[config.mk]
export PLATFORM = sky130hd
export DESIGN_NAME = mem_ctrl
export DESIGN_NICKNAME = d
export VERILOG_FILES = /design/src/rtl/mem_ctrl.sv
export SDC_FILE = /design/constraint.sdc
export NUM_CORES = 1
export LEC_CHECK = 0
export BUFFER_PORTS_ARGS = -buffer_cell sky130_fd_sc_hd__buf_2
export CAP_MARGIN = 25
export CORE_MARGIN = 4
export CORE_UTILIZATION = 42
export CTS_BUF_LIST = sky130_fd_sc_hd__clkbuf_4 sky130_fd_sc_hd__clkbuf_8
export CTS_CLUSTER_SIZE = 14
export DETAILED_ROUTE_END_ITERATION = 6
export PLACE_DENSITY = 0.77
export SLEW_MARGIN = 40
export SYNTH_ARGS = -nofsm -noshare
export SYNTH_HDL_FRONTEND = slang
export SYNTH_SLANG_ARGS = --single-unit
[constraint.sdc]
create_clock -name clk -period 1.7 [get_ports clk]
set_input_delay 0.34 -clock clk [delete_from_list [all_inputs] [get_ports clk]]
set_output_delay 0.34 -clock clk [all_outputs]
set_load 0.02 [all_outputs]
[src/rtl/mem_ctrl.sv]
// Initiator side of the 512x32 RAM port: one load/store at a time,
// registered strobes with address setup/hold, MDR-style read capture.
module mem_ctrl #(
  parameter int ADDR_W      = 9,
  parameter int DATA_W      = 32,
  parameter int MEM_DEPTH   = 512,
  parameter int WAIT_CYCLES = 0
) (
  input  logic              clk,
  input  logic              clear_n,
  input  logic              start,
  input  logic              rw,
  input  logic [ADDR_W-1:0] addr_in,
  input  logic [DATA_W-1:0] wdata,
  output logic              busy,
  output logic              done,
  output logic              err,
  output logic [DATA_W-1:0] rdata,
  output logic [ADDR_W-1:0] mem_addr,
  output logic              mem_read,
  output logic              mem_write,
  output logic [DATA_W-1:0] mem_wdata,
  input  logic [DATA_W-1:0] mem_rdata
);

  localparam int CNT_W =
    (WAIT_CYCLES > 0) ? $clog2(WAIT_CYCLES + 1) : 1;
  localparam logic [CNT_W-1:0] CNT_INIT = CNT_W'(WAIT_CYCLES);

  typedef enum logic [1:0] {
    IDLE, SETUP, ACCESS, HOLD
  } state_t;

  state_t           state;
  state_t           state_nx;
  logic [CNT_W-1:0] cnt;
  logic             op;
  logic             op_nx;
  logic             accept;
  logic             oob;
  logic             busy_d;
  logic             done_d;
  logic             read_d;
  logic             write_d;
  logic             capture;

  assign accept = (state == IDLE) && start;
  assign oob    = {{(32-ADDR_W){1'b0}}, addr_in} >= 32'(MEM_DEPTH);

  always_comb begin
    state_nx = state;
    unique case (state)
      IDLE:    if (start) state_nx = oob ? HOLD : SETUP;
      SETUP:   state_nx = ACCESS;
      ACCESS:  if (cnt == '0) state_nx = HOLD;
      HOLD:    state_nx = IDLE;
      default: state_nx = IDLE;
    endcase
  end

  // Strobes are decoded from the next state so they leave a flop cleanly.
  always_comb begin
    op_nx   = accept ? rw : op;
    busy_d  = state_nx != IDLE;
    done_d  = state_nx == HOLD;
    write_d = (state_nx == ACCESS) && op_nx;
    read_d  = (state_nx == ACCESS) && !op_nx;
    capture = (state == ACCESS) && (state_nx == HOLD) && !op;
  end

  always_ff @(posedge clk or negedge clear_n) begin
    if (!clear_n) begin
      state     <= IDLE;
      cnt       <= '0;
      op        <= 1'b0;
      busy      <= 1'b0;
      done      <= 1'b0;
      err       <= 1'b0;
      rdata     <= '0;
      mem_addr  <= '0;
      mem_wdata <= '0;
      mem_read  <= 1'b0;
      mem_write <= 1'b0;
    end else begin
      state     <= state_nx;
      op        <= op_nx;
      busy      <= busy_d;
      done      <= done_d;
      mem_read  <= read_d;
      mem_write <= write_d;
      if (accept) begin
        mem_addr  <= addr_in;
        mem_wdata <= wdata;
        err       <= oob;
      end
      if (state_nx == ACCESS && state != ACCESS)
        cnt <= CNT_INIT;
      else if (state == ACCESS && cnt != '0)
        cnt <= cnt - CNT_W'(1);
      if (capture)
        rdata <= mem_rdata;
    end
  end

endmodule

==> results of run 1 <==
==> state kept, by name, summed over array words and instances, names as in the netlist, 2 cells and up <==
name / count
mem_addr: 9
mem_wdata: 32
state: 2
rdata: 32
==> path summary, 6_finish.rpt <==
check / from / to / slack, ns
setup / recovery: state[1] / rdata[3] / -0.09
hold reg to reg: mem_wdata[22] / mem_wdata[22] / 0.50
hold / removal: clear_n / rdata[15] / 0.02
max in group asynchronous: clear_n / mem_addr[5] / 1.35
min in group clk: addr_in[6] / mem_addr[6] / 0.23
setup reg to reg: state[1] / rdata[3] / -0.09
==> cell type report <==
cell class / count / area (µm²) / area share (%)
timing repair buffer: 169 / 1020 / 22.9
tap: 96 / 120 / 2.70
clock buffer: 9 / 124 / 2.78
sequential: 81 / 2030 / 45.5
multi-input combinational: 93 / 1110 / 24.9
clock inverter: 4 / 47.5 / 1.07
inverter: 2 / 7.51 / 0.169
==> synthesized netlist by cell type <==
cell       n
a21oi_2    1
and2_1     1
buf_2      4
buf_4      1
buf_6      3
conb_1     1
dfrtp_1   81
ha_1       4
inv_1      2
mux2_1     1
mux2_2    73
nand2_1    3
nand2b_1   2
nor2_1     3
nor3_4     1
nor3b_1    2
or2_2      1
==> cells by family (layout without fill, tap and decap cells) <==
| group | Yosys count | after routing | synth area share [%] |
|---|---|---|---|
| adder cells (fa/ha/maj) | 4 | 4 | 1.63 |
| flip-flops | 81 | 81 | 66.0 |
| multiplexers | 74 | 74 | 27.1 |
| buffers and inverters | 10 | 184 | 2.24 |
| other | 1 | 1 | 0.122 |
| AO/OA/AOI/OAI | 1 | 1 | 0.285 |
| AND/OR/NAND/NOR | 13 | 13 | 2.57 |
==> per-layer routing <==
metal  vias up  share of wire [%]  GRT usage [%]
li1        972                  -              -
met1      1033                 38           17.2
met2        97                 51           25.9
met3        11                9.4           5.31
met4         0                1.8           7.20
met5         -                  0              0
==> stage by stage <==
step	setup TNS (ns)	power, mW	hold slack [ns]	worst slack, ns	utilization [%]
2_1_floorplan	0	6.08	0.0444	0.00110	-
3_3_place_gp	-0.561	7.44	0.398	-0.0287	57.9
3_5_place_dp	-2.63	7.57	0.401	-0.107	57.9
4_1_cts	-1.00	9.37	0.0300	-0.0596	63.3
5_1_grt	-3.96	9.98	0.0511	-0.185	64.1
6_report	-1.18	9.38	0.0162	-0.0852	64.1
==> cell usage in the layout, fill, tap and decap left out, drive strengths merged <==
cell | Yosys | routed
nor3b | 2 | 2
conb | 1 | 1
or2 | 1 | 1
nand2 | 3 | 3
ha | 4 | 4
nor3 | 1 | 1
mux2 | 74 | 74
buf | 8 | 168
clkinvlp | 0 | 1
and2 | 1 | 1
nand2b | 2 | 2
clkbuf | 0 | 10
clkinv | 0 | 2
dfrtp | 81 | 81
inv | 2 | 2
nor2 | 3 | 3
a21oi | 1 | 1
bufinv | 0 | 1
==> power breakdown <==
group | internal [mW] | switching (mW) | total [mW] | leakage [nW]
clock | 0.649 | 0.610 | 1.26 | 0.0868
combinational | 2.35 | 2.42 | 4.77 | 1.19
sequential | 2.90 | 0.454 | 3.35 | 0.967
==> timing repair <==
action | in CTS | in global routing
setup endpoints to repair | 32 | 32
cloned | 2 | 1
pin swaps | 1 | 1
buffers inserted | 4 | 1
endpoints found under the hold margin | 0 | 0
resized for setup | 32 | 6
==> critical path, stage by stage (launching register included) <==
cell and delay (ns):
dfrtp_1 0.39, inv_2 0.09, ha_4 0.14, nand2b_4 0.12
a21oi_4 0.07, nor3_4 0.21, buf_6 0.17, buf_12 0.14
mux2_2 0.34
==> metrics.md, run 1 <==
| Metric | Value |
|---|---|
| Final Cycle Share | 105% |
| P&R area growth vs syn | 45.1% |
| Port Buf Inserts | 153 |
| Detailed Routing Iterations Pass 1 | 4 |
| Grt ovf | 0 |
| Htree depth | 3 |
| Cell area after layout | 0.00445 mm² |
| # IOs | 155 |
| WS Path Type | register to register |
| Post-synth top area share | 66.0% |
| Post-synthesis sequential area ratio | 66.0% |
| First-pass GRT wire length | 10500 µm |
| N_diodes | 0 |
| Yosys reg bits | 81 |
| DP HPWL | 4680 µm |
| Cell row count | 30 |
| Post-Synthesis Cells | 184 |
| Placed insts | 433 |
| Worst Setup End Kind | register |
| Die Area | 0.00874 mm² |
| Cell Count, Final, Fillers Out | 454 |
| Failing checks | setup timing |
| MaxCap Viol Count | 0 |
| Share of cells above drive strength 1 | 74.6% |
| YS warnings | 0 |
| Mean Syn Cell Area | 16.7 µm² |
| CTS max path bufs | 2 |
| Post-detailed-route wirelength per cell | 14.8 µm |
| Fill count | 547 |
| Setup violations, final | 25 |
| Cells on worst reg2reg path | 8 |
| Status | complete, but fails checks |
| Num CTS Buffers | 9 |
| Remaining DRCs | 0 |
| Root Driver | clkbuf_8 |
| CTS tree | built |
| Final WL | 6710 µm |
| Synth unique cells | 17 |
| Clock sink count | 81 |
| Largest net degree at the start of global routing | 82 |
| Dpl cell area | 0.00402 mm² |
| HP Class | input pin to async pin |
| Cell Pwr Density | 2110 mW/mm² |
| Vias | 2113 |
| Detailed Route Iter0 Violations | 33 |
| Worst-Skew Late Latency | 0.33 ns |
| Max VDD drop | 0.942 mV |
| Core area | 0.00694 mm² |
| Final Worst Setup Slack | -0.0852 ns |
| Dominant cell type by area after synthesis | dfrtp_1 |
| Vias in the first global route | 2286 |
| Final Hold Viols | 0 |
| WP data arrival | 1.99 ns |
| Synthesized Nets | 265 |
| Initial Utilization | 44.2% |
| Unrepaired setup endpoints after global routing | true |
| Final antenna-violating net count | 0 |
| Die X | 93.5 µm |
| Post-synthesis cell area | 0.00307 mm² |
| Die height | 93.5 µm |
| Nets | 437 |
| Final min period | 1.79 ns |
| P_leak | 2.24 nW |
| Post-CTS Hold Fix Bufs | 0 |
| DR vias/cell | 4.65 |
| Clk slew on worst S/H paths | 0.08 ns |
| Max Transition Viols Final | 0 |
| Skew final | 0.00790 ns |
| CP Launch Type | register |
| Required time of the worst setup path | 1.91 ns |
| F_max | 560 MHz |
| Total GRT Usage | 15.3% |
| Routability cong. | 0.656 |
| Initial antenna violation count | 0 |
| Crit Path Max Fanout | 11 |
| Largest cells by area after synthesis | dfrtp_1 66%, mux2_2 27%, ha_1 1.6% |
(Power assumes the default switching activity.)
==> run 2: changes to the inputs <==
--- a/config.mk
+++ b/config.mk
@@ -6,13 +6,15 @@
 export NUM_CORES = 1
 export LEC_CHECK = 0
 export BUFFER_PORTS_ARGS = -buffer_cell sky130_fd_sc_hd__buf_2
-export CAP_MARGIN = 25
+export CAP_MARGIN = 30
 export CORE_MARGIN = 4
 export CORE_UTILIZATION = 42
 export CTS_BUF_LIST = sky130_fd_sc_hd__clkbuf_4 sky130_fd_sc_hd__clkbuf_8
 export CTS_CLUSTER_SIZE = 14
 export DETAILED_ROUTE_END_ITERATION = 6
+export MAX_ROUTING_LAYER = met4
 export PLACE_DENSITY = 0.77
+export REMOVE_ABC_BUFFERS = 1
 export SLEW_MARGIN = 40
 export SYNTH_ARGS = -nofsm -noshare
 export SYNTH_HDL_FRONTEND = slang
==> run 2 against run 1 <==
Effect of this change: the run still ends with setup timing left; flip-flop and latch count is the same; via count grew 2.7%; utilization up 0.74 points; maximum frequency increased by 0.76%; die area unchanged; critical path depth unchanged; highest routed layer unchanged; critical endpoint is now rdata[18]; wire length rose by 11%.
==> metrics.md, run 2 (synthesis gave the netlist of run 1 again) <==
| Metric | Value |
|---|---|
| Core area | 0.00694 mm² (unchanged) |
| Skew final | 0.00886 ns (+0.000953 ns) |
| Most frequent cells in the layout | 152 x buf_2, 81 x dfrtp_1, 42 x mux2_2, 32 x mux2_4, 13 x buf_4 |
| Worst-Skew Late Latency | 0.34 ns (about the same) |
| Remaining DRCs | 0 (unchanged) |
| CTS max path bufs | 2 (unchanged) |
| P_leak | 2.30 nW (+2.4%) |
| Final WL | 7470 µm (+11%) |
| Initial antenna violation count | 0 (unchanged) |
| Unrepaired setup endpoints after global routing | true |
| Final antenna-violating net count | 0 (unchanged) |
| Routability cong. | 0.689 (+5.0%) |
| # IOs | 155 (unchanged) |
| F_max | 564 MHz (+0.76%) |
| Clock sink count | 81 (unchanged) |
| Commonest non-fill, non-tap cell in the layout | buf_2 |
| Final min period | 1.77 ns (-0.0135 ns) |
| HP Class | input pin to async pin |
| Crit Path Max Fanout | 6 (-5) |
| Max VDD drop | 0.994 mV (+5.5%) |
| Worst R2R End | rdata[18] |
| Max Transition Viols Final | 0 (unchanged) |
| Cell Count, Final, Fillers Out | 460 (+1.3%) |
| Htree depth | 3 (unchanged) |
| Cell row count | 30 (unchanged) |
| Root Driver | clkbuf_8 |
| Detailed Routing Iterations Pass 1 | 4 (unchanged) |
| MaxCap Viol Count | 0 (unchanged) |
| Setup crit start | state[1] |
| N_diodes | 0 (unchanged) |
| Cell Pwr Density | 2140 mW/mm² (+1.8%) |
| Nets | 441 (+0.92%) |
| Num CTS Buffers | 9 (unchanged) |
| Required time of the worst setup path | 1.92 ns (about the same) |
| Vias in the first global route | 2377 (+4.0%) |
| Final Hold Viols | 0 (unchanged) |
| Largest net degree at the start of global routing | 82 (unchanged) |
| Hold WS | 0.00290 ns (-0.0133 ns) |
| CTS tree | built |
| Final Worst Setup Slack | -0.0717 ns (+0.0135 ns) |
| Cells on worst reg2reg path | 8 (unchanged) |
| Failing checks | setup timing |
| Post-detailed-route wirelength per cell | 16.2 µm (+10%) |
| Vias | 2169 (+2.7%) |
| Worst Setup End Kind | register |
| Detailed Route Iter0 Violations | 42 (+27%) |
| Die height | 93.5 µm (unchanged) |
| Placed insts | 435 (+0.46%) |
| Grt ovf | 0 (unchanged) |
| Initial Utilization | 44.2% (unchanged) |
| WP data arrival | 2.00 ns (about the same) |
| Port Buf Inserts | 153 (unchanged) |
| Worst R2R Setup Slack | -0.07 ns (about the same) |
| WS Path Type | register to register |
| Clk slew on worst S/H paths | 0.08 ns (about the same) |
| Total GRT Usage | 16.3% (+1.0 points) |
| Setup violations, final | 26 (+4.0%) |
| Status | complete, but fails checks |
| First-pass GRT wire length | 10800 µm (+3.6%) |
| Post-CTS Hold Fix Bufs | 0 (unchanged) |
| P&R area growth vs syn | 46.7% |
| Die X | 93.5 µm (unchanged) |
| DR vias/cell | 4.72 (+1.3%) |
| DP HPWL | 4950 µm (+5.8%) |
| CP Launch Type | register |
| Final Cycle Share | 104% (-0.79 points) |
| CP endpoint | rdata[18] |
| Top flop regs | mem_wdata (32), rdata (32), mem_addr (9) |
| Die Area | 0.00874 mm² (unchanged) |
| RR Startpoint | state[1] |
| Share of cells above drive strength 1 | 74.7% (+0.14 points) |
==> run 2: cell count changes in the layout (fill, tap and decap cells not counted), sizes merged <==
cell      previous run  this run
clkinvlp             1         0
clkbuf              10        14
buf                168       171
==> run 2: where the power goes <==
group          leakage (nW)  switching [mW]  internal, mW
Combinational          1.22            2.47          2.40
Sequential            0.967           0.477          2.90
Clock                 0.106           0.648         0.763
Total                  2.30            3.60          6.06
==> run 2: worst min path at each step <==
| stage | cells past startpoint | end | from | slack [ns] |
|---|---|---|---|---|
| 2_1_floorplan | 0 | busy | clear_n | 0.04 |
| 3_3_place_gp | 2 | rdata[0] | clear_n | 0.40 |
| 3_5_place_dp | 2 | rdata[0] | clear_n | 0.41 |
| 4_1_cts | 2 | rdata[23] | clear_n | 0.04 |
| 5_1_grt | 2 | rdata[0] | clear_n | 0.05 |
| 6_report | 2 | rdata[0] | clear_n | 0.003 |
==> run 2: layer usage <==
layer	vias to the layer above	share of wire [%]	global-route usage, %
met5	-	0	-
met4	0	1.0	5.86
met3	8	5.6	3.46
met2	84	55	29.6
met1	1088	38	17.5
li1	989	-	-
==> run 2: worst max-delay path, stage by stage, from the launching register on <==
cell	delay, ns
dfrtp_1	0.40
inv_2	0.10
ha_4	0.14
nand2b_4	0.12
a21oi_4	0.06
nor3_4	0.19
buf_6	0.18
clkbuf_16	0.17
mux2_4	0.30
==> run 2: through the flow <==
stage	setup TNS, ns	power (mW)	worst slack [ns]	area (µm²)	util, %
final	-1.47	9.66	-0.0717	4510	64.9
after global routing	-4.81	10.2	-0.180	4510	64.9
after CTS	-0.903	9.19	-0.0524	4300	61.9
after detailed placement	-2.73	7.58	-0.107	4010	57.8
after global placement	-0.431	7.42	-0.0183	4010	57.8
after floorplan	-32.73	5.98	-0.517	3010	-
==> run 2: what timing repair did <==
item / CTS / global route
cloned: 1 / 2
setup endpoints to repair: 32 / 32
setup buffers: 5 / 3
pin swaps: 1 / 3
resized for setup: 9 / 35
==> run 2: final cells by class <==
cell class | instances | area, µm²
clock buffer | 12 | 159
clock inverter | 3 | 40.0
fill | 559 | 2440
inverter | 2 | 7.51
multi-input combinational | 93 | 1130
sequential | 81 | 2030
tap | 96 | 120
timing repair buffer | 173 | 1020
==> run 3: changes to the inputs <==
--- a/config.mk
+++ b/config.mk
@@ -8,12 +8,11 @@
 export BUFFER_PORTS_ARGS = -buffer_cell sky130_fd_sc_hd__buf_2
 export CAP_MARGIN = 30
 export CORE_MARGIN = 4
-export CORE_UTILIZATION = 42
+export CORE_UTILIZATION = 47
 export CTS_BUF_LIST = sky130_fd_sc_hd__clkbuf_4 sky130_fd_sc_hd__clkbuf_8
 export CTS_CLUSTER_SIZE = 14
 export DETAILED_ROUTE_END_ITERATION = 6
-export MAX_ROUTING_LAYER = met4
-export PLACE_DENSITY = 0.77
+export PLACE_DENSITY = 0.81
 export REMOVE_ABC_BUFFERS = 1
 export SLEW_MARGIN = 40
 export SYNTH_ARGS = -nofsm -noshare
==> constraint.sdc (replaced) <==
create_clock -name clk -period 1.8 [get_ports clk]
set_input_delay 0.36 -clock clk [delete_from_list [all_inputs] [get_ports clk]]
set_output_delay 0.36 -clock clk [all_outputs]
set_load 0.02 [all_outputs]
==> run 3 against run 2 <==
Effect of this change: the flow now finishes without violations; maximum frequency decreased by 0.20%; wire length is 13% lower; sequential power down 6.5%; clock power is 11% lower; die area decreased by 9.8%; register-to-register slack gained 0.096 ns; design area decreased by 6.1%; combinational power down 19%; non-clock buffer count decreased by 9; flip-flop and latch count is the same; largest power group unchanged.
==> metrics.md, run 3 (synthesis gave the netlist of run 1 again) <==
| Metric | Value |
|---|---|
| Cell Count, Final, Fillers Out | 432 (-6.1%) |
| WP data arrival | 1.99 ns (about the same) |
| Max VDD drop | 1.33 mV (+34%) |
| Detailed Routing Iterations Pass 1 | 2 (-2) |
| Setup violations, final | 0 (-100%) |
| Final Hold Viols | 0 (unchanged) |
| Num CTS Buffers | 9 (unchanged) |
| Post-detailed-route wirelength per cell | 15.0 µm (-7.8%) |
| P&R area growth vs syn | 37.8% |
| Final min period | 1.78 ns (+0.00356 ns) |
| Worst-Skew Late Latency | 0.34 ns (about the same) |
| Status | finished, final reports clean |
| Total GRT Usage | 16.1% (-0.22 points) |
| Remaining DRCs | 0 (unchanged) |
| Clock sink count | 81 (unchanged) |
| N_diodes | 0 (unchanged) |
| Grt ovf | 0 (unchanged) |
| WS Path Type | register to register |
| First-pass GRT wire length | 9630 µm (-11%) |
| Final antenna-violating net count | 0 (unchanged) |
| CTS tree | built |
| Slowest cell delay on critical path | 0.39 ns (about the same) |
| Final Cycle Share | 98.6% (-5.6 points) |
| Commonest non-fill, non-tap cell in the layout | buf_2 |
| Nets | 432 (-2.0%) |
| P_leak | 2.12 nW (-7.5%) |
| Die height | 88.8 µm (-5.0%) |
| Worst Setup End Kind | register |
| Cell row count | 29 (-3.3%) |
| Max stage delay cell, worst path | dfrtp_1 |
| # IOs | 155 (unchanged) |
| Clk slew on worst S/H paths | 0.08 ns (about the same) |
| DR vias/cell | 4.75 (+0.69%) |
| Share of cells above drive strength 1 | 73.2% (-1.5 points) |
| Cell Pwr Density | 1980 mW/mm² (-7.7%) |
| Die X | 88.8 µm (-5.0%) |
| Port Buf Inserts | 153 (unchanged) |
| CTS max path bufs | 2 (unchanged) |
| HP Class | input pin to register |
| Root Driver | clkbuf_8 |
| MaxCap Viol Count | 0 (unchanged) |
| Vias | 2051 (-5.4%) |
| CP Launch Type | register |
| Max Transition Viols Final | 0 (unchanged) |
| Detailed Route Iter0 Violations | 55 (+31%) |
| Final WL | 6470 µm (-13%) |
| Skew final | 0.00820 ns (-0.000660 ns) |
| Worst path cell trace | inv_2, ha_4, nand2b_4, a21oi_2, nor3_4, buf_6, buf_12, mux2_2 |
| Core area | 0.00635 mm² (-8.6%) |
| Crit Path Max Fanout | 16 (+10) |
| Buf+Inv Stages, Crit Path | 3 (unchanged) |
| Htree depth | 3 (unchanged) |
| Most frequent cells in the layout | 152 x buf_2, 81 x dfrtp_1, 73 x mux2_2, 9 x clkbuf_8, 5 x buf_4 |
| Initial antenna violation count | 0 (unchanged) |
| Largest net degree at the start of global routing | 38 (-54%) |
| Required time of the worst setup path | 2.02 ns (+0.10 ns) |
| Placed insts | 413 (-5.1%) |
| Die Area | 0.00789 mm² (-9.8%) |
| Top flop regs | mem_wdata (32), rdata (32), mem_addr (9) |
| Unrepaired setup endpoints after global routing | true |
| Initial Utilization | 48.4% (+4.1 points) |
| DP HPWL | 4760 µm (-3.9%) |
| Routability cong. | 0.683 (-0.93%) |
| Power Total | 8.37 mW (-13%) |
| Vias in the first global route | 2109 (-11%) |
| Worst path top cell family by delay | buffers and inverters |
| F_max | 563 MHz (-0.20%) |
-- run 3: path summary, 6_finish.rpt --
path                       slack, ns            end  depth (start not counted)       start
max                             0.02      rdata[29]                          8    state[0]
min                             0.25    mem_addr[5]                          2  addr_in[5]
max reg2reg                     0.02      rdata[29]                          8    state[0]
min reg2reg                     0.49       rdata[9]                          1    rdata[9]
max in group asynchronous       0.74      rdata[15]                          3     clear_n
min in group asynchronous       0.49  mem_wdata[14]                          2     clear_n
-- run 3: area by class of cell --
class	instances	area [µm²]
Clock buffer	9	124
Clock inverter	6	60.1
Fill cell	485	2120
Inverter	2	7.51
Multi-Input combinational cell	93	1000
Sequential cell	81	2030
Tap cell	77	96.3
Timing Repair Buffer	164	916
-- run 3: timing repair --
| action | in CTS | in global routing |
|---|---|---|
| gates resized for setup | 1 | 6 |
| setup endpoints to repair | 13 | 32 |
| buffers inserted | 0 | 1 |
| cloned | 0 | 2 |
| pin swaps | 1 | 1 |
| hold endpoints to repair | 26 | 0 |
| hold buffers | 1 | 0 |
-- run 3: metrics by stage --
stage                     hold WS (ns)  TNS [ns]  utilization (%)  setup WS [ns]  instance area [µm²]
after floorplan                 0.0644    -25.13                -         -0.417                 3010
after global placement           0.297         0             62.5         0.0846                 3970
after detailed placement         0.308   -0.0298             62.5       -0.00725                 3970
after CTS                        0.227         0             65.6         0.0424                 4160
after global routing             0.220    -0.816             66.6        -0.0422                 4230
final                            0.246         0             66.6         0.0248                 4230
-- run 3: per-layer routing --
layer	up-vias	global-route usage, %	part of all wire (%)
met5	-	0	0
met4	0	5.77	1.1
met3	6	5.59	7.8
met2	75	27.6	53
met1	1002	18.7	38
li1	968	-	-
-- run 3: power by group --
group	internal [mW]	switching (mW)
Clock	0.626	0.626
Sequential	2.74	0.426
Combinational	1.81	2.15
